`src/rtl/secuenciador_dispensa_pkg.sv`:
```
`default_nettype none
// ============================================================================
//  Module   : dispensador_pkg
//  Purpose  : Shared FSM state encoding and default timing for the dispenser.
//  Revision : 1.0 - initial release
// ============================================================================
package dispensador_pkg;

    typedef enum logic [1:0] {
        IDLE     = 2'd0,
        DISPENSA = 2'd1,
        FRENO    = 2'd2,
        FIN      = 2'd3
    } estado_t;

    localparam logic [15:0] c_timeout_ciclos_def = 16'd50000;
    localparam logic [7:0]  c_freno_ciclos_def   = 8'd100;

endpackage
`default_nettype wire

```
`src/rtl/secuenciador_dispensa_detector.sv`:
```
`default_nettype none
// ============================================================================
//  Module   : detector_flanco
//  Purpose  : Two-flop synchronizer followed by a rising-edge detector.
//  Revision : 1.0 - initial release
// ============================================================================
module detector_flanco (
    input  logic clk,
    input  logic reset_n,
    input  logic in,
    output logic pulso
);

    logic r_meta;
    logic r_sync;
    logic r_prev;

    always_ff @(posedge clk or negedge reset_n) begin
        if (!reset_n) begin
            r_meta <= 1'b0;
            r_sync <= 1'b0;
            r_prev <= 1'b0;
        end else begin
            r_meta <= in;
            r_sync <= r_meta;
            r_prev <= r_sync;
        end
    end

    // Built only from flops, so the consumer sees a clean one-cycle strobe.
    assign pulso = r_sync & ~r_prev;

endmodule
`default_nettype wire

```
`src/rtl/secuenciador_dispensa.sv`:
```
`default_nettype none
// ============================================================================
//  Module   : secuenciador_dispensa
//  Purpose  : Portion dispensing sequencer with sensor timeout, abort and
//             motor brake interval before the next job.
//  Revision : 1.0 - initial release
// ============================================================================
module secuenciador_dispensa
    import dispensador_pkg::*;
#(
    parameter logic [15:0] TIMEOUT_CICLOS = c_timeout_ciclos_def,
    parameter logic [7:0]  FRENO_CICLOS   = c_freno_ciclos_def
) (
    input  logic       clk,
    input  logic       reset_n,
    input  logic       start,
    input  logic [3:0] cantidad,
    input  logic       abortar,
    input  logic       sensor,
    output logic       motor_on,
    output logic       ocupado,
    output logic [3:0] cuenta,
    output logic       fin,
    output logic       err_timeout,
    output logic       err_abort
);

    estado_t     r_estado;
    logic [3:0]  r_objetivo;
    logic [15:0] r_timer;
    logic [7:0]  r_freno;
    logic        w_pulso;
    logic [3:0]  w_cuenta_sig;

    detector_flanco u_detector (
        .clk     (clk),
        .reset_n (reset_n),
        .in      (sensor),
        .pulso   (w_pulso)
    );

    assign w_cuenta_sig = cuenta + 4'd1;

    always_ff @(posedge clk or negedge reset_n) begin
        if (!reset_n) begin
            r_estado    <= IDLE;
            r_objetivo  <= 4'd0;
            r_timer     <= 16'd0;
            r_freno     <= 8'd0;
            motor_on    <= 1'b0;
            ocupado     <= 1'b0;
            cuenta      <= 4'd0;
            fin         <= 1'b0;
            err_timeout <= 1'b0;
            err_abort   <= 1'b0;
        end else begin
            fin <= 1'b0;
            case (r_estado)
                IDLE: begin
                    if (start) begin
                        cuenta      <= 4'd0;
                        err_timeout <= 1'b0;
                        err_abort   <= 1'b0;
                        r_timer     <= 16'd0;
                        ocupado     <= 1'b1;
                        if (cantidad != 4'd0) begin
                            r_objetivo <= cantidad;
                            motor_on   <= 1'b1;
                            r_estado   <= DISPENSA;
                        end else begin
                            r_estado   <= FIN;
                        end
                    end
                end

                DISPENSA: begin
                    if (w_pulso) begin
                        // A portion edge always counts; completion beats abort.
                        cuenta  <= w_cuenta_sig;
                        r_timer <= 16'd0;
                        if (w_cuenta_sig == r_objetivo) begin
                            motor_on <= 1'b0;
                            r_freno  <= 8'd0;
                            r_estado <= FRENO;
                        end else if (abortar) begin
                            err_abort <= 1'b1;
                            motor_on  <= 1'b0;
                            r_freno   <= 8'd0;
                            r_estado  <= FRENO;
                        end
                    end else if (abortar) begin
                        err_abort <= 1'b1;
                        motor_on  <= 1'b0;
                        r_freno   <= 8'd0;
                        r_estado  <= FRENO;
                    end else if (r_timer == TIMEOUT_CICLOS - 16'd1) begin
                        err_timeout <= 1'b1;
                        motor_on    <= 1'b0;
                        r_freno     <= 8'd0;
                        r_estado    <= FRENO;
                    end else begin
                        r_timer <= r_timer + 16'd1;
                    end
                end

                FRENO: begin
                    motor_on <= 1'b0;
                    if (r_freno == FRENO_CICLOS - 8'd1) begin
                        r_estado <= FIN;
                    end else begin
                        r_freno <= r_freno + 8'd1;
                    end
                end

                FIN: begin
                    fin      <= 1'b1;
                    ocupado  <= 1'b0;
                    r_estado <= IDLE;
                end

                default: begin
                    motor_on <= 1'b0;
                    ocupado  <= 1'b0;
                    r_estado <= IDLE;
                end
            endcase
        end
    end

endmodule
`default_nettype wire

```
`config.mk`:
```
export PLATFORM = sky130hd
export DESIGN_NAME = secuenciador_dispensa
export DESIGN_NICKNAME = d
export VERILOG_FILES = /design/src/rtl/secuenciador_dispensa_pkg.sv /design/src/rtl/secuenciador_dispensa_detector.sv /design/src/rtl/secuenciador_dispensa.sv
export SDC_FILE = /design/constraint.sdc
export NUM_CORES = 1
export LEC_CHECK = 0
export CELL_PAD_IN_SITES_DETAIL_PLACEMENT = 0
export CELL_PAD_IN_SITES_GLOBAL_PLACEMENT = 1
export CORE_UTILIZATION = 45
export DETAILED_ROUTE_END_ITERATION = 8
export GPL_ROUTABILITY_DRIVEN = 0
export PLACE_DENSITY = 0.77
export SLEW_MARGIN = 30
export SYNTH_ARGS = -nofsm -noshare
export SYNTH_HDL_FRONTEND = slang
export SYNTH_SLANG_ARGS = --single-unit
```
`constraint.sdc`:
```
create_clock -name clk -period 3.2 [get_ports clk]
set_input_delay 0.64 -clock clk [delete_from_list [all_inputs] [get_ports clk]]
set_output_delay 0.64 -clock clk [all_outputs]
set_load 0.1 [all_outputs]
```
== After elaboration in Yosys (flattened, before gate mapping) ==
Cells that the tools add are included.

* Register bits: 42
* Input port bits: 9
* Logic and storage cells: 96

* Add/sub/neg operators: 3
* Equal/unequal tests: 19
* Multiplexer cells: 44
* Bitwise operators: 2
* Reductions and logical operators: 15

{| class="wikitable"
|+ Operator list
! cell !! number
|-
| 2-to-1 mux 16 bit || 4
|-
| 2-to-1 mux 8 bit || 6
|-
| case mux 16 bit (2 select lines) || 1
|-
| adder 16 x 1 -> 16 bit (second input constant) || 1
|-
| equality test 16 bit (second input constant) || 1
|-
| 2-to-1 mux 1 bit || 16
|-
| 2-to-1 mux 2 bit || 8
|-
| case mux 8 bit (2 select lines) || 1
|-
| inequality test 2 bit (second input constant) || 7
|-
| AND reduction 4 bit || 3
|-
| AND reduction 5 bit || 2
|-
| AND reduction 3 bit || 3
|-
| adder 8 x 1 -> 8 bit (second input constant) || 1
|-
| equality test 8 x 7 -> 1 bit (second input constant) || 1
|-
| 2-to-1 mux 4 bit || 2
|-
| case mux 2 bit (4 select lines) || 1
|-
| case mux 4 bit (2 select lines) || 1
|-
| inequality test 3 x 2 -> 1 bit (second input constant) || 2
|-
| case mux 1 bit (2 select lines) || 3
|-
| nonzero test 2 bit || 3
|-
| adder 4 x 1 -> 4 bit (second input constant) || 1
|-
| equality test 2 bit (second input constant) || 2
|-
| equality test 4 bit || 1
|-
| inequality test 4 x 3 -> 1 bit (second input constant) || 1
|-
| other kinds (11) || 11
|}

== Longest topological paths before layout ==
Gate-level depths: netlist (run 1).

* Word-level depth: 5
* Mapped depth: 8

== Modules after synthesis ==
A second synthesis (run 1) with hierarchy kept.

* Cells, all modules: 233
* Area total of the unflattened synthesis: 2,363.5 um^2

{| class="wikitable"
|+ Modules (own cells, without submodules)
! module !! instances !! cells an instance !! area an instance (um^2)
|-
| secuenciador_dispensa || 1 || 229 || 2,274.7
|-
| detector_flanco || 1 || 4 || 88.8
|}

== Worst setup path after synthesis (run 1) ==
OpenSTA, ideal clock, no wires.

* Path kind: register to register
* From: register cuenta[0]
* To: register r_freno[1]
* Data arrival time: 2.434 ns
* Setup slack: 0.686 ns
* Stages on the path, launching flop included: 7
* Clock period less this slack: 2.514 ns
* Path through: dfrtp_1 -> ha_1 -> xor2_1 -> nor3_1 -> a32oi_2 -> a21oi_4 -> mux2i_1

* Word-level cells in the longest chain between the ends: 5
* Elaborated cells on any way between the ends: 7
* Classes of those cells: 1 x add/sub; 2 x eq/ne; 3 x mux; 1 x reduce/logical

{| class="wikitable"
|+ RTL lines
! item !! line !! text
|-
| from (decl) || secuenciador_dispensa.sv:22 || <nowiki>output logic [3:0] cuenta,</nowiki>
|-
| from (signal assigned) || secuenciador_dispensa.sv:79 || <nowiki>cuenta <= w_cuenta_sig;</nowiki>
|-
| adder 4 x 1 -> 4 bit (*) || secuenciador_dispensa.sv:42 || <nowiki>assign w_cuenta_sig = cuenta + 4'd1;</nowiki>
|-
| equality test 4 bit (*) || secuenciador_dispensa.sv:81 || <nowiki>if (w_cuenta_sig == r_objetivo) begin</nowiki>
|-
| 2-to-1 mux 8 bit || secuenciador_dispensa.sv:81 ||
|-
| 2-to-1 mux 8 bit || secuenciador_dispensa.sv:77 || <nowiki>if (w_pulso) begin</nowiki>
|-
| case mux 8 bit (2 select lines) || secuenciador_dispensa.sv:58 || <nowiki>case (r_estado)</nowiki>
|-
| to (signal assigned) || secuenciador_dispensa.sv:111 || <nowiki>r_freno <= r_freno + 8'd1;</nowiki>
|-
| to (decl) || secuenciador_dispensa.sv:31 || <nowiki>logic [7:0] r_freno;</nowiki>
|}

Every way passes the cells marked *; elsewhere a longest branch is shown, timed or not.
A chain may end at the register's enable or synchronous reset.

== Final worst setup path (run 1) ==
* From: register r_estado[0]
* To: register r_timer[8]

* Word-level cells in the longest chain between the ends: 3
* Elaborated cells on any way between the ends: 8
* Classes of those cells: 4 x eq/ne; 1 x mux; 3 x reduce/logical

{| class="wikitable"
|+ RTL lines
! item !! line !! text
|-
| from (decl) || secuenciador_dispensa.sv:28 || <nowiki>estado_t r_estado;</nowiki>
|-
| from (signal assigned) || secuenciador_dispensa.sv:46 || <nowiki>r_estado <= IDLE;</nowiki>
|-
| from (signal assigned) || secuenciador_dispensa.sv:69 || <nowiki>r_estado <= DISPENSA;</nowiki>
|-
| from (signal assigned) || secuenciador_dispensa.sv:71 || <nowiki>r_estado <= FIN;</nowiki>
|-
| equality test 2 x 1 -> 1 bit or zero test 2 bit (tied branches) || secuenciador_dispensa.sv:58 ||
|-
| inequality test 3 x 2 -> 1 bit (no source line) (tied with other cells) || n/a ||
|-
| AND reduction 4 bit (no source line) || n/a ||
|-
| to (signal assigned) || secuenciador_dispensa.sv:102 || <nowiki>r_timer <= r_timer + 16'd1;</nowiki>
|-
| to (decl) || secuenciador_dispensa.sv:30 || <nowiki>logic [15:0] r_timer;</nowiki>
|}

Parallel ways exist; a longest one is shown, timed or not.

==> flow_metrics.env, run 1 <==
export IMPL_p_per_area_nw_per_um2=785.7
export IMPL_r2r_setup_slack_ns=0.69
export IMPL_htree_levels=2
export IMPL_setup_viol=0
export IMPL_portBuffers=17
export IMPL_yosys_warnings=0
export IMPL_core_rowCount=26
export IMPL_root_buffer="clkbuf_8"
export IMPL_synth_top_family_by_area="simple AND/OR/NAND/NOR gates"
export IMPL_die_w_um=75.79
export IMPL_seq_area_frac_synth=0.4290
export IMPL_maxCapViolations=0
export IMPL_cts_resized=0
export IMPL_synth_cell_types=48
export IMPL_skew_ns=0.01581
export IMPL_drtIter0Drc=161
export IMPL_synthSimpleGateAreaFrac=0.2349
export IMPL_first_global_vias=1839
export IMPL_fin_crit_sh=0.7844
export IMPL_cts_setup_buffers=0
export IMPL_synthTopCellsByCount="dfrtp_1 (42), nand3_1 (21), nand2_1 (18), nor2_1 (18), inv_1 (13)"
export IMPL_wirelength_um=5308
export IMPL_wl_per_cell_um=15.25
export IMPL_tightest_slew_ns=0.5717
export IMPL_grt_max_degree=43
export IMPL_n_fill_cell=476
export IMPL_synthAdderAreaFrac=0.03575
export IMPL_cp_required_ns=3.38
export IMPL_fmax_mhz=398.4
export IMPL_dp_hpwl_um=3728
export IMPL_drc=0
export IMPL_syn_avg_cell_area_um2=9.496
export IMPL_max_slew_margin_rel=0.6079
export IMPL_fin_crit_ns=2.510
export IMPL_ys_flop_type="dfrtp_1"
export IMPL_crit_type="reg2reg"
export IMPL_worstReg2RegEnd="r_timer[8]"
export IMPL_first_pass_iters=4
export IMPL_synth_xor_area_share=0.03933
export IMPL_syn_inst=258
export IMPL_die_area_um2=5743
export IMPL_synth_compound_area_frac=0.1685
export IMPL_async_flop_share=1.000
export IMPL_cts_tree="built"
export IMPL_overflow=0
export IMPL_clockBufferDepth=2
export IMPL_coreArea_um2=5172
export IMPL_hold_path_class="in2async"
export IMPL_slew_viol_final=0
export IMPL_hold_viol=0
export IMPL_yosysMostFrequentCell="dfrtp_1"
export IMPL_hold_buffers=0
export IMPL_gr_usage_all_layers=0.2075
export IMPL_start_kind="flip-flop"
export IMPL_run_status="finished, final reports clean"
export IMPL_insertion_delay_ns=0.30
export IMPL_synth_largest_area_cell="dfrtp_1"
export IMPL_setup_tns_ns=0
export IMPL_antenna_found_initial=0
export IMPL_cts_buffers=5
export IMPL_p_total_w=0.002176
export IMPL_clk_pin_slew_ns=0.09
export IMPL_synthMuxAreaShare=0.05822
export IMPL_critPathCaptureType="flip-flop"
export IMPL_syn_num_nets=274
export IMPL_synth_top_area_frac=0.4290
export IMPL_initial_utilization=0.4736
export IMPL_synth_area_um2=2450
export IMPL_fp_dieH_um=75.79
export IMPL_drive_gt1_frac=0.1115
export IMPL_vias=1976
export IMPL_ys_ff_latch=42
export IMPL_synth_edff_count=0
export IMPL_r2r_start="r_estado[0]"
export IMPL_rsz0062_at_grt="no"
export IMPL_cts_num_sinks=42
export IMPL_synth_top_cells_by_area="dfrtp_1 (43%), mux2i_1 (4.9%), nand3_1 (4.3%)"
export IMPL_peakVddDrop_mv=0.4224
export IMPL_io_pins=18
export IMPL_power_leakage_nw=1.269
export IMPL_syn2layout_area_growth_pct=13.02
export IMPL_layout_nets=293
export IMPL_final_antenna_net_count=0
export IMPL_arrival_ns=2.69
export IMPL_grt_pass1_wl_um=8914
export IMPL_r2r_worst_path_cells=7
export IMPL_num_antenna_cells=0
export IMPL_routed_via_density=5.678
export IMPL_crit_fanout=11
-- cell families after synthesis --
group                      count (synthesis)
AOI/OAI and AO/OA                         56
xor gates and xnor gates                  11
adders and majority gates                  7
buffers and inverters                     22
DFF                                       42
muxes                                     14
and+or+nand+nor                          106
-- per-layer routing --
metal	track usage	vias to the layer above	share of wire
li1	-	982	-
met1	0.3065	946	0.50
met2	0.3068	43	0.44
met3	0.04365	5	0.048
met4	0.05556	0	0.011
met5	0	-	0
-- cells in the final DEF (no fill, tap or decap), types with 2 or more instances in the layout --
cell type / instances
dfrtp_1: 42
xnor2_1: 7
a22o_1: 3
o21ai_1: 2
nand2b_1: 9
nor2b_1: 2
a21o_1: 2
o211ai_1: 2
nor4_1: 4
mux2_2: 2
o21ai_0: 11
buf_4: 14
or2_2: 3
and4_1: 3
ha_1: 7
clkbuf_8: 6
xor2_1: 4
nand3_1: 21
and2_1: 2
a31oi_1: 2
a21boi_0: 2
nor3_1: 6
inv_1: 13
nor2_1: 18
a21oi_1: 11
mux2i_1: 12
a32o_1: 8
nand2_1: 18
nand4_1: 7
and3_1: 7
clkdlybuf4s50_1: 7
o311ai_0: 2
-- state kept, by name, summed over array words and instances, names as in the netlist --
name and cells:
err_timeout 1, r_timer 16, motor_on 1, r_estado 2, r_objetivo 4, r_freno 8
u_detector.r_sync 1, cuenta 4, u_detector.r_prev 1, ocupado 1, fin 1, u_detector.r_meta 1
err_abort 1
-- area by class of cell --
type                    count  area, µm²  share of cell area
well taps                  70      87.58             0.03163
flip-flops and latches     42       1051              0.3796
repair buffers             21      175.2             0.06326
clock inverters             1      5.005            0.001807
inverters                  13      48.80             0.01762
multi-input cells         194       1315              0.4749
clock buffers               7      86.33             0.03118
-- worst max-delay path by stage --
stage | start | endpoint | slack, ns | cells after the start
floorplan | cuenta[0] | r_freno[1] | 0.69 | 6
global placement | start | r_timer[8] | 0.59 | 6
detailed placement | start | r_timer[8] | 0.61 | 6
CTS | r_estado[0] | r_timer[8] | 0.69 | 7
global route | r_estado[0] | r_timer[8] | 0.42 | 7
finish | r_estado[0] | r_timer[8] | 0.69 | 7
-- worst max-delay path, cell delays in order (launching register included) --
cell and delay [ns]:
dfrtp_1 0.41, inv_1 0.12, ha_1 0.43, mux2i_1 0.29
or2_2 0.38, o21ai_0 0.43, nand4_1 0.19, mux2i_1 0.15
-- through the flow --
| stage | utilization | cell area (µm²) | setup slack, ns | hold slack [ns] | instances |
|---|---|---|---|---|---|
| 6_report | 0.5353 | 2769 | 0.6900 | 0.3206 | 348 |
| 5_1_grt | 0.5353 | 2769 | 0.4205 | 0.3594 | 348 |
| 4_1_cts | 0.5348 | 2766 | 0.6886 | 0.3543 | 348 |
| 3_5_place_dp | 0.5172 | 2675 | 0.6053 | 0.3347 | 340 |
| 3_3_place_gp | 0.5172 | 2675 | 0.5925 | 0.3345 | 340 |
| 2_1_floorplan | - | 2450 | 0.6861 | 0.3312 | 258 |
-- report_power, final --
| group | total [W] | switching (W) | leakage [nW] | internal (W) |
|---|---|---|---|---|
| logic | 0.00112 | 0.000765 | 0.661 | 0.000352 |
| registers | 0.000699 | 0.0000743 | 0.559 | 0.000624 |
| clock network | 0.000360 | 0.000185 | 0.0482 | 0.000174 |
Note: power is estimated with default switching activity, not from simulation.
==> run 2, diff against run 1 <==
Clock period 3.2 ns to 2.6 ns, I/O delays scaled along.
==> flow_metrics.env, run 2 (synthesis gave the netlist of run 1 again) <==
export IMPL_portBuffers=17
export IMPL_setup_viol=0
export IMPL_insertion_delay_ns=0.30
export IMPL_fmax_mhz=465.5
export IMPL_antenna_found_initial=0
export IMPL_r2r_worst_path_cells=6
export IMPL_coreArea_um2=5172
export IMPL_wirelength_um=5469
export IMPL_dp_slack_ns=0.3459
export IMPL_core_rowCount=26
export IMPL_fin_crit_ns=2.148
export IMPL_layout_nets=299
export IMPL_htree_levels=2
export IMPL_peakVddDrop_mv=0.4278
export IMPL_tightest_slew_ns=0.5850
export IMPL_skew_ns=0.007190
export IMPL_cts_buffers=5
export IMPL_initial_utilization=0.4736
export IMPL_hold_viol=0
export IMPL_fin_crit_sh=0.8262
export IMPL_regMostFlops="r_timer"
export IMPL_fp_dieH_um=75.79
export IMPL_cts_setup_buffers=0
export IMPL_root_buffer="clkbuf_8"
export IMPL_max_stage_delay_ns=0.46
export IMPL_cts_resized=0
export IMPL_largest_reg_flops=16
export IMPL_path_cells="ha_1 > xor2_1 > nor3_1 > a32oi_2 > a21oi_4 > mux2i_1"
export IMPL_drtIter0Drc=166
export IMPL_grt_pass1_wl_um=8852
export IMPL_critPathSlowestCell="dfrtp_1"
export IMPL_maxCapViolations=0
export IMPL_overflow=0
export IMPL_final_antenna_net_count=0
export IMPL_first_global_vias=1767
export IMPL_start_kind="flip-flop"
export IMPL_critPathCaptureType="flip-flop"
export IMPL_place_inst=346
export IMPL_die_w_um=75.79
export IMPL_rsz0062_at_grt="no"
export IMPL_drive_gt1_frac=0.1338
export IMPL_syn2layout_area_growth_pct=14.91
export IMPL_grt_max_degree=32
export IMPL_first_pass_iters=6
export IMPL_layout_commonest_cell="dfrtp_1"
export IMPL_slew_viol_final=0
export IMPL_arrival_ns=2.37
export IMPL_vias=2040
export IMPL_finalWorstSetupSlack_ns=0.4518
export IMPL_io_pins=18
export IMPL_routed_via_density=5.763
export IMPL_cp_required_ns=2.82
export IMPL_p_per_area_nw_per_um2=985.9
export IMPL_max_slew_margin_rel=0.6100
export IMPL_gr_usage_all_layers=0.2072
export IMPL_drc=0
export IMPL_cts_tree="built"
export IMPL_wl_per_cell_um=15.45
export IMPL_hold_buffers=0
export IMPL_setup_tns_ns=0
export IMPL_r2r_start="cuenta[0]"
export IMPL_power_leakage_nw=1.295
export IMPL_reg_top3="r_timer: 16 flops, r_freno: 8 flops"
export IMPL_crit_type="reg2reg"
export IMPL_startpoint="cuenta[0]"
export IMPL_dp_hpwl_um=3901
export IMPL_stdcell_count=354
export IMPL_clockBufferDepth=2
export IMPL_die_area_um2=5743
export IMPL_num_antenna_cells=0
export IMPL_cts_num_sinks=42
export IMPL_clk_pin_slew_ns=0.09
export IMPL_hold_slack_ns=0.08374
export IMPL_crit_fanout=8
export IMPL_run_status="finished, final reports clean"
export IMPL_fin_util=0.5443
export IMPL_hold_path_class="in2async"
export IMPL_mostFrequentLayoutCells="dfrtp_1 (42), nand3_1 (21), buf_4 (19)"
==> run 2: per-stage QoR <==
stage / area, µm² / total power [W]
finish: 2815 / 0.002775
detailed placement: 2720 / 0.002333
global route: 2815 / 0.002964
CTS: 2815 / 0.002795
floorplan: 2450 / 0.001925
global placement: 2720 / 0.002325
==> run 2: power by group <==
part / total (W) / switching [W] / internal [W]
combinational: 0.00146 / 0.000970 / 0.000491
sequential: 0.000861 / 0.0000927 / 0.000768
clock: 0.000453 / 0.000239 / 0.000214
total: 0.00278 / 0.00130 / 0.00147
==> run 2: area by class of cell <==
cell class / count / area, µm²
inverters: 13 / 48.80
clock inverters: 2 / 12.51
fillers: 482 / 2357
clock buffers: 6 / 82.58
well taps: 70 / 87.58
flip-flops and latches: 42 / 1051
multi-input cells: 194 / 1315
repair buffers: 27 / 217.7
==> run 2: layer usage <==
metal | share of wire | GRT usage | vias to the layer above | routed length (µm)
li1 | - | - | 1006 | -
met1 | 0.52 | 0.3160 | 979 | 2825
met2 | 0.43 | 0.2999 | 49 | 2359
met3 | 0.041 | 0.03571 | 6 | 224
met4 | 0.011 | 0.05556 | 0 | 60
met5 | 0 | 0 | - | 0
==> run 2: worst max-delay path: cells and delay by family, from the launching register on <==
| family | cells | cell delay, ns |
|---|---|---|
| AO/OA/AOI/OAI | 2 | 0.56 |
| adder cells (fa/ha/maj) | 1 | 0.35 |
| AND/OR/NAND/NOR | 1 | 0.30 |
| flip-flops | 1 | 0.46 |
| XOR/XNOR | 1 | 0.18 |
| multiplexers | 1 | 0.21 |
==> run 2: worst paths after layout <==
kind,to,slack [ns]
setup / recovery,r_freno[1],0.45
hold reg to reg,u_detector.r_sync,0.36
hold / removal,fin,0.08
max in group asynchronous,r_timer[6],1.83
min in group clk,u_detector.r_sync,0.36
setup reg to reg,r_freno[1],0.45
==> run 3, diff against run 2 <==
Clock period 2.6 ns to 2.1 ns, I/O delays scaled along.
==> flow_metrics.env, run 3 (synthesis gave the netlist of run 1 again) <==
export IMPL_num_antenna_cells=0
export IMPL_critPathSlowestCell="or4b_4"
export IMPL_placed_area_um2=2855
export IMPL_overflow=0
export IMPL_tightest_slew_ns=0.5392
export IMPL_arrival_ns=2.21
export IMPL_setup_tns_ns=0
export IMPL_cp_required_ns=2.28
export IMPL_stdcell_count=370
export IMPL_syn2layout_area_growth_pct=21.35
export IMPL_initial_utilization=0.4736
export IMPL_top_layer_used="met4"
export IMPL_clk_pin_slew_ns=0.08
export IMPL_max_stage_delay_ns=0.59
export IMPL_crit_type="reg2reg"
export IMPL_slew_viol_final=0
export IMPL_rsz0062_at_grt="yes"
export IMPL_p_total_w=0.003539
export IMPL_power_leakage_nw=1.372
export IMPL_grt_pass1_wl_um=9542
export IMPL_n_fill_cell=466
export IMPL_cp_buffers_inverters=0
export IMPL_fin_crit_sh=0.9647
export IMPL_die_area_um2=5743
export IMPL_drive_gt1_frac=0.2067
export IMPL_final_antenna_net_count=0
export IMPL_drtIter0Drc=160
export IMPL_path_cells="or4b_4 > nor4_4 > a32o_2 > o21ai_0 > a32o_1"
export IMPL_root_buffer="clkbuf_8"
export IMPL_clockBufferDepth=2
export IMPL_critical_path_top_delay_family="simple AND/OR/NAND/NOR gates"
export IMPL_drc=0
export IMPL_htree_levels=2
export IMPL_regMostFlops="r_timer"
export IMPL_dr_wl_met2_um=2648
export IMPL_gr_usage_all_layers=0.2240
export IMPL_p_per_area_nw_per_um2=1190
export IMPL_reg_top3="r_timer: 16 flops, r_freno: 8 flops"
export IMPL_place_inst=362
export IMPL_fmax_mhz=493.6
export IMPL_die_w_um=75.79
export IMPL_antenna_found_initial=0
export IMPL_skew_ns=0.01023
export IMPL_multiInputGateArea_um2=1346
export IMPL_layout_commonest_cell="dfrtp_1"
export IMPL_hold_path_class="in2async"
export IMPL_crit_fanout=8
export IMPL_first_global_vias=1973
export IMPL_layout_nets=315
export IMPL_coreArea_um2=5172
export IMPL_wl_per_cell_um=15.88
export IMPL_hold_viol=0
export IMPL_fin_crit_ns=2.026
export IMPL_largest_reg_flops=16
export IMPL_insertion_delay_ns=0.30
export IMPL_cts_num_sinks=42
export IMPL_setup_viol=0
export IMPL_r2r_setup_slack_ns=0.07
export IMPL_run_status="finished, final reports clean"
export IMPL_maxCapViolations=0
export IMPL_dp_hpwl_um=4291
export IMPL_peakVddDrop_mv=0.5490
export IMPL_met1Wirelength_um=2983
export IMPL_cts_tree="built"
export IMPL_routed_via_density=5.800
export IMPL_portBuffers=17
export IMPL_cts_setup_buffers=0
export IMPL_io_pins=18
export IMPL_first_pass_iters=4
export IMPL_fp_dieH_um=75.79
export IMPL_start_kind="flip-flop"
export IMPL_cts_resized=0
export IMPL_met3_length_um=203
export IMPL_grt_max_degree=23
export IMPL_seq_area_um2=1061
export IMPL_max_slew_margin_rel=0.6372
export IMPL_core_rowCount=26
export IMPL_cts_buffers=5
export IMPL_final_area_um2=2973
export IMPL_critPathCaptureType="flip-flop"
export IMPL_wirelength_um=5877
export IMPL_vias=2146
export IMPL_hold_buffers=0
export IMPL_mostFrequentLayoutCells="dfrtp_1 (38), buf_4 (35), nand3_1 (21)"
[run 3: cell types whose count changed in the layout (fill, tap and decap cells not counted), sizes merged]
cell      previous run  this run
buf                 20        36
clkbuf               6         7
clkinvlp             1         0
[run 3: worst paths after layout]
kind                                   startpoint                end  cells past startpoint
worst max-delay path                   r_timer[7]         r_freno[5]                      5
worst min-delay path                      reset_n          cuenta[1]                      1
worst max register to register         r_timer[7]         r_freno[5]                      5
worst min register to register  u_detector.r_meta  u_detector.r_sync                      0
max in group asynchronous                 reset_n         r_freno[7]                      2
min in group clk                u_detector.r_meta  u_detector.r_sync                      0
[run 3: layout make-up]
type,instances,share of cell area
clock buffer,7,0.02904
clock inverter,1,0.001684
inverter,13,0.01641
multi-input combinational,194,0.4529
sequential,42,0.3569
tap,70,0.02946
timing repair buffer,43,0.1136
[run 3: stage by stage]
stage          worst slack (ns)    util  hold slack, ns
2_1_floorplan           0.08361       -          0.1244
3_3_place_gp           -0.02494  0.5520          0.3322
3_5_place_dp           -0.03197  0.5520          0.3457
4_1_cts                 0.02853  0.5697          0.1057
5_1_grt                -0.04010  0.5747          0.1204
6_report                0.07423  0.5747         0.09923
[run 3: worst reg2reg max path, delay by kind of cell (launching register included)]
| family | cells | cell delay, ns |
|---|---|---|
| simple gates | 2 | 0.91 |
| compound gates | 3 | 0.62 |
| flops | 1 | 0.39 |
[run 3: metal layers]
| metal | vias to the layer above | global-route usage |
|---|---|---|
| met4 | 0 | 0.06173 |
| li1 | 1033 | - |
| met5 | - | 0 |
| met1 | 1071 | 0.3231 |
| met2 | 38 | 0.3392 |
| met3 | 4 | 0.04762 |
[run 3: where the power goes]
part | switching, W | internal, W
combinational | 0.00123 | 0.000695
sequential | 0.000115 | 0.000959
clock | 0.000277 | 0.000266
